<file path="src/rtl/drop_spawner_pkg.sv">
// Shared types, constants and helpers for the falling-character spawner.
package drop_spawner_pkg;

  typedef enum logic [1:0] {
    ST_IDLE  = 2'd0,
    ST_PICK  = 2'd1,
    ST_DRAW  = 2'd2,
    ST_OFFER = 2'd3
  } state_e;

  localparam logic [7:0]  ASCII_A      = 8'h41;
  localparam logic [4:0]  ALPHABET_LEN = 5'd26;
  // Feedback taps 16,14,13,11 expressed as bit positions 15,13,12,10.
  localparam logic [15:0] LFSR_TAPS    = 16'hB400;

  typedef struct packed {
    logic [7:0] ch;
    logic [3:0] speed;
    logic [9:0] y;
  } draw_t;

  // One Fibonacci step: shift left, feedback into bit 0.
  function automatic logic [15:0] lfsr_next(input logic [15:0] v);
    return {v[14:0], ^(v & LFSR_TAPS)};
  endfunction

  // Map raw random bits onto a legal record. Each range reduction needs at
  // most one subtraction because the raw range is below twice the target.
  function automatic draw_t map_draw(input logic [4:0]  ch_raw,
                                     input logic [3:0]  spd_raw,
                                     input logic [9:0]  y_raw,
                                     input logic [10:0] y_range);
    draw_t d;
    if (ch_raw >= ALPHABET_LEN) d.ch = ASCII_A + {3'b000, ch_raw - ALPHABET_LEN};
    else                        d.ch = ASCII_A + {3'b000, ch_raw};
    d.speed = (spd_raw == 4'd0) ? 4'd1 : spd_raw;
    if ({1'b0, y_raw} >= y_range) d.y = 10'({1'b0, y_raw} - y_range);
    else                          d.y = y_raw;
    return d;
  endfunction

endpackage

</file>
<file path="src/rtl/drop_spawner_if.sv">
// Spawn-record handshake, slot release channel and occupancy mask.
interface drop_spawner_if #(
  parameter int N_SLOTS = 8
);
  logic               spawn_valid;
  logic               spawn_ready;
  logic [7:0]         ch;
  logic [3:0]         speed;
  logic [8:0]         x;
  logic [9:0]         y;
  logic [3:0]         slot;
  logic               release_valid;
  logic [3:0]         release_slot;
  logic [N_SLOTS-1:0] busy_mask;

  // Spawner side.
  modport master (
    output spawn_valid, ch, speed, x, y, slot, busy_mask,
    input  spawn_ready, release_valid, release_slot
  );

  // Consumer side.
  modport slave (
    input  spawn_valid, ch, speed, x, y, slot, busy_mask,
    output spawn_ready, release_valid, release_slot
  );
endinterface

</file>
<file path="src/rtl/lfsr16.sv">
// 16-bit Fibonacci LFSR, free running, reloaded with its seed on reset.
module lfsr16
  import drop_spawner_pkg::*;
(
  input  logic        clk,
  input  logic        rst,
  input  logic [15:0] seed,
  output logic [15:0] value
);

  logic [15:0] value_q, value_d;

  // Next value is one shift of the register.
  always_comb begin
    value_d = lfsr_next(value_q);
  end

  // State register with synchronous reset to the seed.
  // NOTE: sequential state uses <= so every flop samples pre-edge values.
  always_ff @(posedge clk) begin
    if (rst) value_q <= seed;
    else     value_q <= value_d;
  end

  assign value = value_q;

endmodule

</file>
<file path="src/rtl/drop_spawner.sv">
// Periodically picks a free slot, draws a random character/speed/column and
// offers the record to a consumer; tracks slot occupancy.
module drop_spawner
  import drop_spawner_pkg::*;
#(
  parameter int          N_SLOTS      = 8,
  parameter int          Y_RANGE      = 640,
  parameter int          SPAWN_PERIOD = 1024,
  parameter logic [15:0] SEED_CH      = 16'h0001,
  parameter logic [15:0] SEED_SPD     = 16'h013B,
  parameter logic [15:0] SEED_Y       = 16'h0140
) (
  input  logic           clk,
  input  logic           rst,
  input  logic           en,
  drop_spawner_if.master bus
);

  localparam int                  TIMER_W      = $clog2(SPAWN_PERIOD);
  localparam logic [TIMER_W-1:0]  TIMER_RELOAD = TIMER_W'(SPAWN_PERIOD - 1);
  localparam logic [10:0]         Y_RANGE_L    = 11'(Y_RANGE);

  state_e             state_q, state_d;
  logic [TIMER_W-1:0] timer_q, timer_d;
  logic [N_SLOTS-1:0] busy_q,  busy_d;
  logic [3:0]         slot_q,  slot_d;
  draw_t              rec_q,   rec_d;

  logic [15:0] lfsr_ch, lfsr_spd, lfsr_y;
  logic        free_any;
  logic [3:0]  free_idx;
  logic        handshake;

  lfsr16 u_lfsr_ch  (.clk(clk), .rst(rst), .seed(SEED_CH),  .value(lfsr_ch));
  lfsr16 u_lfsr_spd (.clk(clk), .rst(rst), .seed(SEED_SPD), .value(lfsr_spd));
  lfsr16 u_lfsr_y   (.clk(clk), .rst(rst), .seed(SEED_Y),   .value(lfsr_y));

  // Only the low bits of each generator feed the record.
  logic unused_lfsr_bits;
  assign unused_lfsr_bits = ^{lfsr_ch[15:5], lfsr_spd[15:4], lfsr_y[15:10]};

  assign handshake = (state_q == ST_OFFER) && bus.spawn_ready;

  // Lowest-index free slot (descending scan so the lowest wins).
  always_comb begin
    free_any = 1'b0;
    free_idx = 4'd0;
    for (int i = N_SLOTS - 1; i >= 0; i--) begin
      if (!busy_q[i]) begin
        free_any = 1'b1;
        free_idx = 4'(i);
      end
    end
  end

  // Occupancy: release clears, accepted record sets; the offered slot is
  // still free until accepted, so releasing it meanwhile changes nothing.
  always_comb begin
    busy_d = busy_q;
    for (int i = 0; i < N_SLOTS; i++) begin
      if (bus.release_valid && (bus.release_slot == 4'(i))) busy_d[i] = 1'b0;
      if (handshake && (slot_q == 4'(i)))                   busy_d[i] = 1'b1;
    end
  end

  // FSM next state, spawn timer and record capture.
  // NOTE: every variable gets a default first so no path infers a latch.
  always_comb begin
    state_d = state_q;
    timer_d = timer_q;
    slot_d  = slot_q;
    rec_d   = rec_q;
    unique case (state_q)
      ST_IDLE: begin
        if (en) begin
          if (timer_q == '0) state_d = ST_PICK;
          else               timer_d = timer_q - 1'b1;
        end
      end
      ST_PICK: begin
        if (free_any) begin
          slot_d  = free_idx;
          state_d = ST_DRAW;
        end
      end
      ST_DRAW: begin
        rec_d   = map_draw(lfsr_ch[4:0], lfsr_spd[3:0], lfsr_y[9:0], Y_RANGE_L);
        state_d = ST_OFFER;
      end
      ST_OFFER: begin
        if (bus.spawn_ready) begin
          timer_d = TIMER_RELOAD;
          state_d = ST_IDLE;
        end
      end
      default: state_d = ST_IDLE;
    endcase
  end

  // State registers; reset wins over any handshake or release.
  // NOTE: only control/record flops exist here, so all of them are reset.
  always_ff @(posedge clk) begin
    if (rst) begin
      state_q <= ST_IDLE;
      timer_q <= TIMER_RELOAD;
      busy_q  <= '0;
      slot_q  <= 4'd0;
      rec_q   <= '0;
    end else begin
      state_q <= state_d;
      timer_q <= timer_d;
      busy_q  <= busy_d;
      slot_q  <= slot_d;
      rec_q   <= rec_d;
    end
  end

  assign bus.spawn_valid = (state_q == ST_OFFER);
  assign bus.ch          = rec_q.ch;
  assign bus.speed       = rec_q.speed;
  assign bus.x           = 9'd0;
  assign bus.y           = rec_q.y;
  assign bus.slot        = slot_q;
  assign bus.busy_mask   = busy_q;

endmodule

</file>
<file path="src/flat_wrapper.sv">
// flat-port wrapper written by rule: the top's interface ports become plain ports
module drop_spawner_flat import drop_spawner_pkg::*;
#(
  parameter int          N_SLOTS      = 8,
  parameter int          Y_RANGE      = 640,
  parameter int          SPAWN_PERIOD = 1024,
  parameter logic [15:0] SEED_CH      = 16'h0001,
  parameter logic [15:0] SEED_SPD     = 16'h013B,
  parameter logic [15:0] SEED_Y       = 16'h0140
)
  (clk, rst, en, bus_spawn_valid, bus_ch, bus_speed, bus_x, bus_y, bus_slot, bus_busy_mask, bus_spawn_ready, bus_release_valid, bus_release_slot);
  drop_spawner_if #(.N_SLOTS(N_SLOTS)) bus_i ();
  input  logic clk;
  input  logic rst;
  input  logic en;
  output wire logic [$bits(bus_i.spawn_valid)-1:0] bus_spawn_valid;
  output wire logic [$bits(bus_i.ch)-1:0] bus_ch;
  output wire logic [$bits(bus_i.speed)-1:0] bus_speed;
  output wire logic [$bits(bus_i.x)-1:0] bus_x;
  output wire logic [$bits(bus_i.y)-1:0] bus_y;
  output wire logic [$bits(bus_i.slot)-1:0] bus_slot;
  output wire logic [$bits(bus_i.busy_mask)-1:0] bus_busy_mask;
  input wire logic [$bits(bus_i.spawn_ready)-1:0] bus_spawn_ready;
  input wire logic [$bits(bus_i.release_valid)-1:0] bus_release_valid;
  input wire logic [$bits(bus_i.release_slot)-1:0] bus_release_slot;
  assign bus_spawn_valid = bus_i.spawn_valid;
  assign bus_ch = bus_i.ch;
  assign bus_speed = bus_i.speed;
  assign bus_x = bus_i.x;
  assign bus_y = bus_i.y;
  assign bus_slot = bus_i.slot;
  assign bus_busy_mask = bus_i.busy_mask;
  assign bus_i.spawn_ready = bus_spawn_ready;
  assign bus_i.release_valid = bus_release_valid;
  assign bus_i.release_slot = bus_release_slot;
  drop_spawner #(.N_SLOTS(N_SLOTS), .Y_RANGE(Y_RANGE), .SPAWN_PERIOD(SPAWN_PERIOD), .SEED_CH(SEED_CH), .SEED_SPD(SEED_SPD), .SEED_Y(SEED_Y)) u_core (.clk(clk), .rst(rst), .en(en), .bus(bus_i));
endmodule
</file>
<file path="config.mk">
export PLATFORM = sky130hd
export DESIGN_NAME = drop_spawner_flat
export DESIGN_NICKNAME = d
export VERILOG_FILES = /design/src/rtl/drop_spawner_pkg.sv /design/src/rtl/drop_spawner_if.sv /design/src/rtl/lfsr16.sv /design/src/rtl/drop_spawner.sv /design/src/flat_wrapper.sv
export SDC_FILE = /design/constraint.sdc
export NUM_CORES = 1
export LEC_CHECK = 0
export CORE_MARGIN = 1
export CORE_UTILIZATION = 35
export DETAILED_ROUTE_END_ITERATION = 12
export MAX_ROUTING_LAYER = met4
export REMOVE_ABC_BUFFERS = 1
export SYNTH_ARGS = -nofsm -noshare
export SYNTH_HDL_FRONTEND = slang
export SYNTH_SLANG_ARGS = --single-unit
</file>
<file path="constraint.sdc">
create_clock -name clk -period 3.4 [get_ports clk]
set_input_delay 0.68 -clock clk [delete_from_list [all_inputs] [get_ports clk]]
set_output_delay 0.68 -clock clk [all_outputs]
set_load 0.03 [all_outputs]
</file>
==> run summary <==
The run finished with clean final reports. The depth of the worst hold-timing path was 1. The tightest min-delay check is of the register to register type.

The design draws 2.106 mW. A synthesized cell averages 9.623 sq um. The count of nets left with antenna violations once routing finished came out at 0. Entering global routing, the biggest net connects 49 pins. Delay contributed by the slowest stage of the critical path: 690 ps. Yosys mapped the design onto 48 distinct sky130hd cell types. Sequential cells account for 52.8% of the total power. Setup violations remaining at the end of the flow were counted as 0. The Yosys step of the flow raised 0 warnings.

For this run, the top clock speed supported by timing is 428.1 MHz. Time the worst path needs with I/O delays and setup: 2336 ps. The most used standard cell by instance count after synthesis is sky130_fd_sc_hd__dfxtp_1.

The start point of the worst min-delay path is u_core.u_lfsr_spd.value[4]$_SDFF_PP1_. The tree built by TritonCTS fans out to 92 sinks. The routed length per placed instance is 11.90 um, and the number of hold buffers added after cts is 0.

At the end of the flow, the number of nets in the layout was 431. The clock latency reported for the late side of the worst-skew pair was 350 ps. The number of antenna diodes in the final layout is 0. The longest clock path from root to sink contains 2 buffers. The logs give 1.579 nW for the leakage component of the power and 0 for the count of unresolved DRC violations after routing.

Clock-pin slew was measured on the worst setup and hold paths at 90 ps. The die height came out at 103.1 um. The die footprint was 10,640 sq um.

Once the floorplan was initialized, standard cells occupied 36.29% of the core. The via count of the first global-routing pass is 2,396, and the number of antenna violations at the first check in global routing is 0. Along the worst path, the maximum fanout reaches 5. The tools report the launching element of the worst setup path as u_core.state_q[1]$_SDFFE_PP0P_. In the final layout, flip-flops and latches occupy 1842 sq um. The logs give 0 for the setup fix buffers added after clock tree synthesis and 0 for the max-cap check violation count. The worst register-to-register path ends at u_core.timer_q[7]$_SDFFE_PP1P_. The first global-routing pass estimated 10,930 um of wire. For this block, the via count after detailed routing is 2,565. The post-cts resize count was 0. The cell sitting at the root of the clock tree is a sky130_fd_sc_hd__clkbuf_8. Dividing the detail-routed via count by the number of cells gives 4.655. Setup slack closes at 1064 ps.

Setup repair after global routing left no endpoint under its margin. The worst setup path is launched from a register. The horizontal die dimension was 103.1 um. Counting flops and latches in the post-synthesis netlist gives 92. The data required time at the worst endpoint was 2720 ps. Destination of the worst hold path: u_core.u_lfsr_spd.value[5]$_SDFF_PP1_. sky130_fd_sc_hd__dfxtp_1 takes more of the synthesized area than any other cell. For this design the total switching power over the nets is 0.4425 mW.

After the first detailed-routing iteration, the DRC count stood at 57. The internal power of the cells totals 1.664 mW. The worst flop-to-flop path startpoint was u_core.state_q[0]$_SDFFE_PP0P_. Dividing the final minimum period by the clock period gives 68.71%. In the synthesized netlist, the number of instances is 372. Counting the buffers created by CTS gives 9.

The final setup TNS was 0 ps; the count of buffers from port buffering was 41. The remaining global-route overflow was 0. In this run the standard cell core region covers 9864 sq um. The worst setup path is captured at a primary output. After synthesis, the most frequently instantiated cells are sky130_fd_sc_hd__dfxtp_1 (92), sky130_fd_sc_hd__nor2_1 (38), sky130_fd_sc_hd__nor2b_1 (36). IR analysis of the VDD net gives a maximum drop of 248.6 uV. Of the cells placed in the final design, the portion with a size suffix greater than 1 is 7.656%. TritonCTS built the clock tree. Yosys attributes the largest share of cell area to sky130_fd_sc_hd__dfxtp_1 (51%), sky130_fd_sc_hd__nor2b_1 (6.3%), sky130_fd_sc_hd__nor2_1 (4.0%), sky130_fd_sc_hd__mux2i_1 (3.9%), sky130_fd_sc_hd__ha_1 (3.1%). The run gives 51.45% as the share of the yosys chip area belonging to registers. The clock tree synthesis step divided the H-tree into 3 levels. The first-pass detailed-route iteration total was 4. The critical path goes through ha_1 -> clkdlybuf4s50_1. In this run, synthesis inferred 0 flip-flops with an integrated enable.

The initialized floorplan defines 36 standard-cell rows. At the end of routability-driven placement, the weighted congestion stood at 0.8044. For this design, the slowest cell found on the critical path is sky130_fd_sc_hd__clkdlybuf4s50_1.

For the final database, setup skew stands at 11.37 ps. The final layout contains routed wiring with a total length of 6555 um. The worst hold slack after final layout is 419.8 ps, and the signal arrival time at the worst endpoint is 1660 ps.

The core occupancy in the finished layout came out at 43.95%. The setup check on the worst reg-to-reg path leaves a slack of 1250 ps. In the final layout, the multi-input gates occupy 1589 sq um. The minimum setup slack after placement is 870.3 ps.

The share of synthesized area in the top cell type comes to 51.45%. The share of synthesized registers carrying an async set or reset was 0%; the final count of hold timing violations was 0. Combinational cells account for 4.5% of the total power. The area added between synthesis and finish came out at 21.11%. The clock network burns 42.7% of the power.

The worst reg2reg path depth came out at 7. Among all flip-flop cells after synthesis, the most frequent one is sky130_fd_sc_hd__dfxtp_1. 53 I/O pins were placed. The combined global-route utilization of all metal layers is 13.79%, and the switching power share of the total is 21.01%. The cell area that synthesis handed to floorplanning was 3580 sq um. The worst setup path is of the register to primary output kind.

The final count of pins violating max slew is 0. Counting the fill cells in the layout gives 990. The ratio of total power to cell area was 485.8 nW/um^2; the total half-perimeter wirelength after legalization and detailed placement was 4402 um.
==> worst max-delay path: cells and delay by family, from the launching register on <==
| family | cells | cell delay (ps) |
|---|---|---|
| buffers and inverters | 1 | 690 |
| flip-flops | 1 | 380 |
| adder cells (fa/ha/maj) | 1 | 230 |
==> area by class of cell <==
type	count	share of cell area (%)
Multi-Input combinational cell	252	36.65
Clock inverter	5	2.453
Timing Repair Buffer	44	9.870
Sequential cell	92	42.48
Clock buffer	11	3.492
Inverter	14	1.212
Tap cell	133	3.838
==> power groups by stage <==
stage               Sequential (mW)  Clock (mW)  Combinational, mW
finish                         1.11       0.899             0.0958
global route                   1.11       0.969              0.109
CTS                            1.11       0.935             0.0974
detailed placement             1.14           0             0.0961
global placement               1.14           0             0.0946
floorplan                      1.13           0             0.0603
==> cell families (layout without fill, tap and decap cells) <==
family,count (synthesis),in the layout,synth area share (%)
simple gates,141,141,21.15
flops,92,92,51.45
compound gates,64,64,11.85
buf+inv,38,74,5.208
mux,14,14,3.915
xor+xnor,13,13,3.181
fa+ha+maj,9,9,3.146
other cells,1,11,0.1048
==> layer usage <==
layer  share of wire, %  GRT usage (%)  vias to the layer above  wire (um)
met5                  0              -                        -          0
met4               0.64          4.225                        0         42
met3                6.2          5.085                        4        409
met2                 44          21.03                       65       2883
met1                 49          16.96                     1168       3219
li1                   -              -                     1328          -
==> flip-flops by register name, summed over array words and instances, names as in the netlist <==
name,cells
u_core.bus.busy_mask,8
u_core.bus.ch,7
u_core.bus.slot,3
u_core.bus.speed,4
u_core.bus.y,10
u_core.state_q,2
u_core.timer_q,10
u_core.u_lfsr_ch.value,16
u_core.u_lfsr_spd.value,16
u_core.u_lfsr_y.value,16
==> through the flow <==
step                cells  area, sq um
finish                551         4335
global route          551         4335
CTS                   551         4335
detailed placement    535         4078
global placement      535         4078
floorplan             358         3483
==> how the worst max path moves through the flow <==
stage / to / slack, ps / depth (start not counted)
2_1_floorplan: u_core.timer_q[7]$_SDFFE_PP1P_ / 1500 / 6
3_3_place_gp: u_core.timer_q[7]$_SDFFE_PP1P_ / 1000 / 6
3_5_place_dp: u_core.timer_q[7]$_SDFFE_PP1P_ / 870 / 6
4_1_cts: bus_spawn_valid / 1030 / 2
5_1_grt: bus_spawn_valid / 960 / 2
6_report: bus_spawn_valid / 1060 / 2
==> layout by cell type (no fill, tap or decap), types with 3 or more instances in the layout <==
| master | netlist | layout |
|---|---|---|
| sky130_fd_sc_hd__nand2_1 | 22 | 22 |
| sky130_fd_sc_hd__clkdlybuf4s50_1 | 0 | 40 |
| sky130_fd_sc_hd__xor2_1 | 6 | 6 |
| sky130_fd_sc_hd__a211oi_1 | 6 | 6 |
| sky130_fd_sc_hd__nand2b_1 | 6 | 6 |
| sky130_fd_sc_hd__nor3_1 | 3 | 3 |
| sky130_fd_sc_hd__inv_1 | 14 | 14 |
| sky130_fd_sc_hd__clkbuf_8 | 0 | 11 |
| sky130_fd_sc_hd__a311oi_1 | 3 | 3 |
| sky130_fd_sc_hd__o31ai_1 | 4 | 4 |
| sky130_fd_sc_hd__nand4_1 | 4 | 4 |
| sky130_fd_sc_hd__ha_1 | 9 | 9 |
| sky130_fd_sc_hd__o21ai_0 | 16 | 16 |
| sky130_fd_sc_hd__dfxtp_1 | 92 | 92 |
| sky130_fd_sc_hd__o211ai_1 | 3 | 3 |
| sky130_fd_sc_hd__xnor2_1 | 7 | 7 |
| sky130_fd_sc_hd__mux2i_1 | 14 | 14 |
| sky130_fd_sc_hd__nand3_1 | 11 | 11 |
| sky130_fd_sc_hd__buf_4 | 11 | 3 |
| sky130_fd_sc_hd__nor2b_1 | 36 | 36 |
| sky130_fd_sc_hd__nor2_1 | 38 | 38 |
| sky130_fd_sc_hd__conb_1 | 1 | 11 |
| sky130_fd_sc_hd__bufinv_16 | 0 | 3 |
| sky130_fd_sc_hd__or2_2 | 7 | 7 |
| sky130_fd_sc_hd__a21oi_1 | 15 | 15 |
(Power assumes the default switching activity.)
